==> src/rtl/ex_mem_skid_reg.sv <==
// EX/MEM pipeline register with one-entry skid buffer; ex_ready is registered to cut the ready path.
// Latency: 1 cycle from accept to mem_valid; sustains 1 instr/cycle while mem_ready stays high.
// Backpressure: the skid entry absorbs the instruction already accepted under a registered ex_ready; ex_ready drops while both entries are held.
module ex_mem_skid_reg #(
    parameter int XLEN   = 32,
    parameter int REG_AW = 5
) (
    input  logic              clk,
    input  logic              rst_n,
    input  logic              flush,
    input  logic              ex_valid,
    output logic              ex_ready,
    input  logic              ex_RegWrite,
    input  logic              ex_MemRead,
    input  logic              ex_MemWrite,
    input  logic [REG_AW-1:0] ex_rd_addr,
    input  logic [2:0]        ex_funct3,
    input  logic [XLEN-1:0]   ex_alu_result,
    input  logic [XLEN-1:0]   ex_store_data,
    input  logic [XLEN-1:0]   ex_pc,
    output logic              mem_valid,
    input  logic              mem_ready,
    output logic              mem_RegWrite,
    output logic              mem_MemRead,
    output logic              mem_MemWrite,
    output logic [REG_AW-1:0] mem_rd_addr,
    output logic [2:0]        mem_funct3,
    output logic [XLEN-1:0]   mem_alu_result,
    output logic [XLEN-1:0]   mem_store_data,
    output logic [XLEN-1:0]   mem_pc,
    output logic              fwd_RegWrite
);

    typedef struct packed {
        logic              reg_write;
        logic              mem_read;
        logic              mem_write;
        logic [REG_AW-1:0] rd_addr;
        logic [2:0]        funct3;
        logic [XLEN-1:0]   alu_result;
        logic [XLEN-1:0]   store_data;
        logic [XLEN-1:0]   pc;
    } entry_t;

    typedef enum logic [1:0] {
        EMPTY = 2'd0,
        FULL  = 2'd1,
        SKID  = 2'd2
    } state_t;

    state_t state_q, state_d;
    entry_t main_q, skid_q, ex_entry;
    logic   ex_ready_q;
    logic   accept, consume;
    logic   ld_main_ex, ld_main_skid, ld_skid;

    assign ex_entry = '{reg_write:  ex_RegWrite,
                        mem_read:   ex_MemRead,
                        mem_write:  ex_MemWrite,
                        rd_addr:    ex_rd_addr,
                        funct3:     ex_funct3,
                        alu_result: ex_alu_result,
                        store_data: ex_store_data,
                        pc:         ex_pc};

    assign mem_valid = (state_q != EMPTY);
    assign ex_ready  = ex_ready_q;
    assign accept    = ex_valid & ex_ready_q;
    assign consume   = mem_valid & mem_ready;

    always_comb begin
        state_d      = state_q;
        ld_main_ex   = 1'b0;
        ld_main_skid = 1'b0;
        ld_skid      = 1'b0;
        if (flush) begin
            state_d = EMPTY;
        end else begin
            case (state_q)
                EMPTY: begin
                    if (accept) begin
                        state_d    = FULL;
                        ld_main_ex = 1'b1;
                    end
                end
                FULL: begin
                    if (accept && consume) begin
                        ld_main_ex = 1'b1;
                    end else if (accept) begin
                        state_d = SKID;
                        ld_skid = 1'b1;
                    end else if (consume) begin
                        state_d = EMPTY;
                    end
                end
                SKID: begin
                    if (consume) begin
                        state_d      = FULL;
                        ld_main_skid = 1'b1;
                    end
                end
                default: state_d = EMPTY;
            endcase
        end
    end

    // ex_ready is registered from the next state so it never sees mem_ready combinationally.
    always_ff @(posedge clk or negedge rst_n) begin
        if (!rst_n) begin
            state_q    <= EMPTY;
            ex_ready_q <= 1'b1;
        end else begin
            state_q    <= state_d;
            ex_ready_q <= (state_d != SKID);
        end
    end

    always_ff @(posedge clk or negedge rst_n) begin
        if (!rst_n) begin
            main_q <= '0;
            skid_q <= '0;
        end else begin
            if (ld_main_ex) begin
                main_q <= ex_entry;
            end else if (ld_main_skid) begin
                main_q <= skid_q;
            end
            if (ld_skid) begin
                skid_q <= ex_entry;
            end
        end
    end

    // Control bits are qualified by mem_valid so a stale main entry never looks live.
    assign mem_RegWrite   = mem_valid & main_q.reg_write;
    assign mem_MemRead    = mem_valid & main_q.mem_read;
    assign mem_MemWrite   = mem_valid & main_q.mem_write;
    assign mem_rd_addr    = main_q.rd_addr;
    assign mem_funct3     = main_q.funct3;
    assign mem_alu_result = main_q.alu_result;
    assign mem_store_data = main_q.store_data;
    assign mem_pc         = main_q.pc;

    assign fwd_RegWrite = mem_valid & main_q.reg_write & ~main_q.mem_read;

endmodule

==> config.mk <==
export PLATFORM = sky130hd
export DESIGN_NAME = ex_mem_skid_reg
export DESIGN_NICKNAME = d
export VERILOG_FILES = /design/src/rtl/ex_mem_skid_reg.sv
export SDC_FILE = /design/constraint.sdc
export NUM_CORES = 1
export LEC_CHECK = 0
export CAP_MARGIN = 30
export CORE_MARGIN = 2
export CORE_UTILIZATION = 46
export DETAILED_ROUTE_END_ITERATION = 10
export PLACE_DENSITY = 0.84
export REMOVE_ABC_BUFFERS = 1
export SETUP_SLACK_MARGIN = 0.1
export SYNTH_ARGS = -nofsm -noshare
export SYNTH_HDL_FRONTEND = slang
export SYNTH_SLANG_ARGS = --single-unit
export TNS_END_PERCENT = 100
==> constraint.sdc <==
create_clock -name clk -period 2.2 [get_ports clk]
set_clock_uncertainty 0.15 [all_clocks]
set_input_delay 0.44 -clock clk [delete_from_list [all_inputs] [get_ports clk]]
set_output_delay 0.44 -clock clk [all_outputs]
set_load 0.1 [all_outputs]
==> metrics.md, run 1 <==
| Metric | Value |
|---|---|
| Gr ovfl total | 0 |
| Ys flop type | dfrtp_1 |
| CP Cell Sequence | nand2_1 -> or4_4 -> buf_12 -> mux2_4 -> mux2_2 |
| DIE AREA | 23,400 sq um |
| Filler cells | 1,681 |
| Synth-to-layout area growth | 26.7% |
| Final hold violations | 0 |
| Worst-Margin Slew | 0.473 ns |
| Gpl congestion | 0.775 |
| H-tree depth | 1 |
| Initial DRT Pass Iterations | 4 |
| # diodes | 0 |
| Type of origin of the critical path | flip-flop |
| Initial Util | 46.8% |
| Min Tclk post-route | 2.26 ns |
| Commonest non-fill, non-tap cells in the layout | mux2_2 (301), dfrtp_1 (216), buf_4 (130), clkdlybuf4s50_1 (110), clkbuf_16 (25) |
| Max cap viols | 0 |
| IO Port Bufs | 221 |
| Distinct cells, synth | 23 |
| Post-Syn Instances | 702 |
| Peak Freq | 443 MHz |
| Syn. warnings | 0 |
| Outcome | finished, violations left |
| Vias in the first global route | 6,328 |
| Relative slew slack | 68.5% |
| Slowest library cell on the worst path | or4_4 |
| EDFF count, synth | 0 |
| Worst path arrival time | 2.49 ns |
| First-pass GRT wire length | 32,000 microns |
| Row cnt | 54 |
| Clock buffer depth | 3 |
| FF+latch count, synth | 217 |
| Period utilisation layout | 103% |
| Clk_lat worst skew | 0.50 ns |
| Initial antenna violation count | 0 |
| Final setup viols | 65 |
| Total GRT Usage | 16.6% |
| Post-synthesis sequential area ratio | 53.1% |
| Drt drc | 0 |
| Antenna viol nets, final | 0 |
| Final nets | 968 |
| Critical path class | flip-flop to flip-flop |
| Pre-CTS setup slack | -0.478 ns |
| Largest stage delay, worst path | 0.53 ns |
| Vias | 5,798 |
| Final hold slack | 0.334 ns |
| Required @ worst endpoint | 2.44 ns |
| Wire length per cell | 17.1 microns |
| Detailed Route Iter0 Violations | 104 |
| Violated checks | negative setup slack |
| Num CTS Buffers | 24 |
| CTS sink cnt | 217 |
| Post-DP HPWL | 13,800 microns |
| Largest net degree at the start of global routing | 56 |
| Hold Path Class | primary input to asynchronous set/reset pin |
| Slew Limit Fails | 0 |
| Total wire length | 19,700 microns |
| Worst setup margin | -0.0562 ns |
| Critical-path maximum fanout | 55 |
| Commonest non-fill, non-tap cell in the layout | mux2_2 |
| Unrepaired setup endpoints after global routing | true |
| Async SR Flop Fraction | 100% |
| IO Count | 222 |
| Vias per Instance | 5.04 |
| Mapped Area | 10,200 sq um |
| Share of cells above drive strength 1 | 59.0% |
| Clk slew on worst S/H paths | 0.06 ns |
| CTS tree | built |
| Die Ht | 153 microns |
| Core box area | 21,800 sq um |
| Worst Setup End Kind | flip-flop |
| Die width | 153 microns |
| Avg Synthesized Cell Area | 14.6 sq um |
| Clock root buffer | clkbuf_16 |
[kinds of logic (layout without fill, tap and decap cells)]
kind of cell    count (synthesis)  in the layout  share of synthesized area (%)
simple gates                   18             18                          0.955
buf+inv                       141            310                           9.54
compound gates                  5              5                          0.355
mux                           321            321                           36.0
flops                         217            217                           53.1
[registers in the layout, summed over array words and instances, names as in the netlist]
name            count
mem_alu_result     32
main_q              3
mem_rd_addr         5
mem_funct3          3
skid_q            107
ex_ready            1
mem_pc             32
mem_store_data     32
state_q             2
[stage by stage]
stage          TNS (ns)  instances  util (%)  cell area, sq um
2_1_floorplan   -827.36        563         -              9250
4_1_cts           -1.26       1151      59.3             12900
3_3_place_gp     -54.79       1106      55.7             12200
6_report          -1.49       1151      59.3             12900
5_1_grt           -5.72       1151      59.3             12900
3_5_place_dp     -53.91       1106      55.7             12200
[per-layer routing]
layer,share of wire [%],track usage [%],up-vias
li1,-,-,2679
met1,41,20.3,2921
met2,49,28.9,166
met3,6.6,4.54,32
met4,2.7,4.72,0
met5,0,0,-
[final cells by class]
cell class	count	area (sq um)	share of cell area [%]
clock buffers	37	711	5.49
well taps	280	350	2.71
clock inverters	4	20.0	0.155
flip-flops and latches	217	5430	42.0
repair buffers	267	2580	20.0
multi-input cells	344	3840	29.7
inverters	2	7.51	0.0580
[worst max-delay path, delay by kind of cell, from the launching register on]
kind	cells	cell delay, ns
buffers and inverters	1	0.22
flip-flops	1	0.52
multiplexers	2	0.59
AND/OR/NAND/NOR	2	0.59
[path summary, 6_finish.rpt]
kind,from,endpoint,slack [ns],cells after the start
setup / recovery,ex_ready,mem_store_data[29],-0.06,5
hold / removal,rst_n,main_q[105],0.33,2
setup reg to reg,ex_ready,mem_store_data[29],-0.06,5
hold reg to reg,skid_q[105],skid_q[105],0.35,1
max in group asynchronous,rst_n,mem_alu_result[15],0.95,3
min in group clk,skid_q[105],skid_q[105],0.35,1
[cells in the mapped netlist (2+ instances only)]
cell,n,area share (%)
nor2_1,5,0.18
buf_6,5,0.55
mux2i_1,2,0.20
mux2_2,301,33
clkbuf_1,14,0.51
buf_1,2,0.073
dfrtp_1,216,53
o21a_1,2,0.15
inv_1,2,0.073
buf_2,14,0.69
nor2b_1,5,0.31
buf_4,104,7.6
mux2_4,18,2.6
nand2_1,3,0.11
[what timing repair did]
item / 4_1_cts / 5_1_grt
endpoints found under the setup margin: 111 / 108
buffers inserted: 3 / 0
hold buffers: 1 / 0
endpoints found under the hold margin: 45 / 0
pin swaps: 1 / 0
gates resized for setup: 7 / 0
Power of run 1 is not shown: default switching activity piles up to over one toggle a cycle in this logic, so the estimate is an artifact.
==> inputs of run 2 (changes only) <==
- CAP_MARGIN: 30 -> 0
==> results of run 2 <==
No change in the layout: final DEF, timing and power equal those of run 1.
Power of run 2 is left out for the same reason.
==> inputs of run 3 (changes only) <==
==> constraint.sdc (replaced) <==
create_clock -name clk -period 2.2 [get_ports clk]
set_clock_uncertainty 0.15 [all_clocks]
set_input_delay 0.66 -clock clk [delete_from_list [all_inputs] [get_ports clk]]
set_output_delay 0.66 -clock clk [all_outputs]
set_load 0.1 [all_outputs]
==> run 3 against run 2 <==
Critical path type unchanged. Highest routed layer unchanged. Worst hold slack better by 0.016 ns. The run still ends with negative setup slack left. Clock-buffer cell count down 6. Via count grew 1.9%.
==> metrics.md, run 3 (synthesis gave the netlist of run 1 again) <==
| Metric | Value |
|---|---|
| Num CTS Buffers | 23 (was 24) |
| IO Port Bufs | 221 (unchanged) |
| Total wire length | 22,700 microns (was 19,700 microns) |
| CTS sink cnt | 217 (unchanged) |
| Vias per Instance | 5.13 (was 5.04) |
| Hold endpoint | skid_q[73] |
| Type of origin of the critical path | flip-flop (unchanged) |
| Min-Delay Startpoint | skid_q[73] |
| Worst Setup End Kind | flip-flop (unchanged) |
| Finished Core Util | 66.1% (was 59.3%) |
| Die Ht | 153 microns (unchanged) |
| Clk_lat worst skew | 0.49 ns (was 0.50 ns) |
| Total power | 22.9 mW |
| Commonest non-fill, non-tap cells in the layout | mux2_2 (293), dfrtp_1 (215), buf_12 (125), clkdlybuf4s50_1 (107), clkbuf_16 (27) (was mux2_2 (301), dfrtp_1 (216), buf_4 (130), clkdlybuf4s50_1 (110), clkbuf_16 (25)) |
| DP Cell Count | 1,097 (was 1,106) |
| Initial Util | 46.8% (unchanged) |
| # diodes | 0 (unchanged) |
| RR Endpoint | mem_store_data[28] (was mem_store_data[29]) |
| Worst path arrival time | 2.58 ns (was 2.49 ns) |
| Total GRT Usage | 18.3% (was 16.6%) |
| Final setup viols | 111 (was 65) |
| Die width | 153 microns (unchanged) |
| Largest net degree at the start of global routing | 67 (was 56) |
| Reg-to-reg slack, setup | -0.15 ns (was -0.06 ns) |
| Final nets | 969 (was 968) |
| Final hold slack | 0.350 ns (was 0.334 ns) |
| Most flops, register | skid_q (unchanged) |
| Area of the multi-input gates | 3900 sq um (was 3840 sq um) |
| Vias in the first global route | 6,453 (was 6,328) |
| Critical path class | flip-flop to flip-flop (unchanged) |
| Core box area | 21,800 sq um (unchanged) |
| Critical-path maximum fanout | 7 (was 55) |
| Largest register FFs | 107 (unchanged) |
| Hold Path Class | flip-flop to flip-flop (was primary input to asynchronous set/reset pin) |
| Worst setup path start | ex_ready (unchanged) |
| Drt drc | 0 (unchanged) |
| Max cap viols | 0 (unchanged) |
| Clock root buffer | clkbuf_16 (unchanged) |
| First-pass GRT wire length | 34,700 microns (was 32,000 microns) |
| Min Tclk post-route | 2.35 ns (was 2.26 ns) |
| Period utilisation layout | 107% (was 103%) |
| Wire length per cell | 19.7 microns (was 17.1 microns) |
| Filler cells | 1,501 (was 1,681) |
| Detailed Route Iter0 Violations | 165 (was 104) |
| Antenna viol nets, final | 0 (unchanged) |
| Power density cells | 1590 nW/um^2 |
| Relative slew slack | 76.0% (was 68.5%) |
| Outcome | finished, violations left (unchanged) |
| Unrepaired setup endpoints after global routing | true (unchanged) |
| Max rail drop VDD | 1.18 mV |
| Row cnt | 54 (unchanged) |
| Peak Freq | 426 MHz (was 443 MHz) |
| Clock buffer depth | 3 (unchanged) |
| Vias | 5,911 (was 5,798) |
| FF-to-FF path depth | 5 (unchanged) |
| Post-Layout Cell Count | 1,153 (was 1,151) |
| Gpl congestion | 0.750 (was 0.775) |
| CTS tree | built (unchanged) |
| Hold path depth | 1 |
| Final hold violations | 0 (unchanged) |
| Post-DP HPWL | 14,500 microns (was 13,800 microns) |
| Synth-to-layout area growth | 41.1% (was 26.7%) |
| Launching point of the worst reg2reg path | ex_ready (unchanged) |
| Initial DRT Pass Iterations | 4 (unchanged) |
| Share of cells above drive strength 1 | 60.1% (was 59.0%) |
| Initial antenna violation count | 0 (unchanged) |
| H-tree depth | 1 (unchanged) |
| Gr ovfl total | 0 (unchanged) |
| Reg area | 5430 sq um (about the same) |
| Violated checks | negative setup slack (unchanged) |
| IO Count | 222 (unchanged) |
| DIE AREA | 23,400 sq um (unchanged) |
| Slew Limit Fails | 0 (unchanged) |
| Clk slew on worst S/H paths | 0.06 ns (about the same) |
| Commonest non-fill, non-tap cell in the layout | mux2_2 (unchanged) |
| Worst-Margin Slew | 0.361 ns (was 0.473 ns) |
| Required @ worst endpoint | 2.43 ns (was 2.44 ns) |
| Pleak | 6.52 nW |
| Worst setup margin | -0.149 ns (was -0.0562 ns) |
==> run 3: how the worst max path moves through the flow <==
| stage | to | cells after the start |
|---|---|---|
| finish | mem_store_data[28] | 5 |
| global route | fwd_RegWrite | 5 |
| CTS | mem_RegWrite | 5 |
| detailed placement | mem_pc[22] | 6 |
| global placement | mem_store_data[29] | 6 |
| floorplan | main_q[104] | 4 |
==> run 3: layer usage <==
| layer | GRT usage, % | vias up | routed length, microns |
|---|---|---|---|
| met1 | 23.4 | 3035 | 9420 |
| met4 | 4.23 | 0 | 585 |
| met2 | 31.6 | 173 | 11400 |
| li1 | - | 2668 | - |
| met5 | 0 | - | 0 |
| met3 | 4.51 | 35 | 1340 |
==> run 3: cell type report <==
class	instances	share of cell area [%]
clock inverter	10	0.521
sequential	217	37.7
multi-input combinational	345	27.1
tap	280	2.43
timing repair buffer	268	27.8
clock buffer	31	4.48
inverter	2	0.0521
==> run 3: worst max-delay path, stage by stage, from the launching register on <==
cell and delay [ns]:
dfstp_2 0.55, nand2_4 0.06, or4_4 0.60, bufbuf_16 0.33, mux2_4 0.29, mux2_2 0.26
==> run 3: metrics by stage <==
stage	worst slack [ns]	cell area (sq um)	TNS [ns]
after detailed placement	-0.684	13400	-107.38
after CTS	-0.141	14300	-9.84
after global placement	-0.683	13400	-109.46
after floorplan	-4.54	9250	-841.31
after global routing	-0.219	14400	-15.17
final	-0.149	14400	-9.86
==> run 3: repair_timing <==
item	4_1_cts	5_1_grt
pin swaps	1	2
hold buffers	1	0
endpoints found under the hold margin	6	0
cloned	3	5
resized for setup	17	17
setup buffers	4	4
setup endpoints to repair	112	112
==> run 3: where the power goes <==
part | total (mW) | switching (mW) | internal [mW]
Clock | 3.71 | 1.54 | 2.17
Sequential | 6.67 | 1.23 | 5.44
Combinational | 12.5 | 7.47 | 5.06
Power figures use the tool's default switching activity.
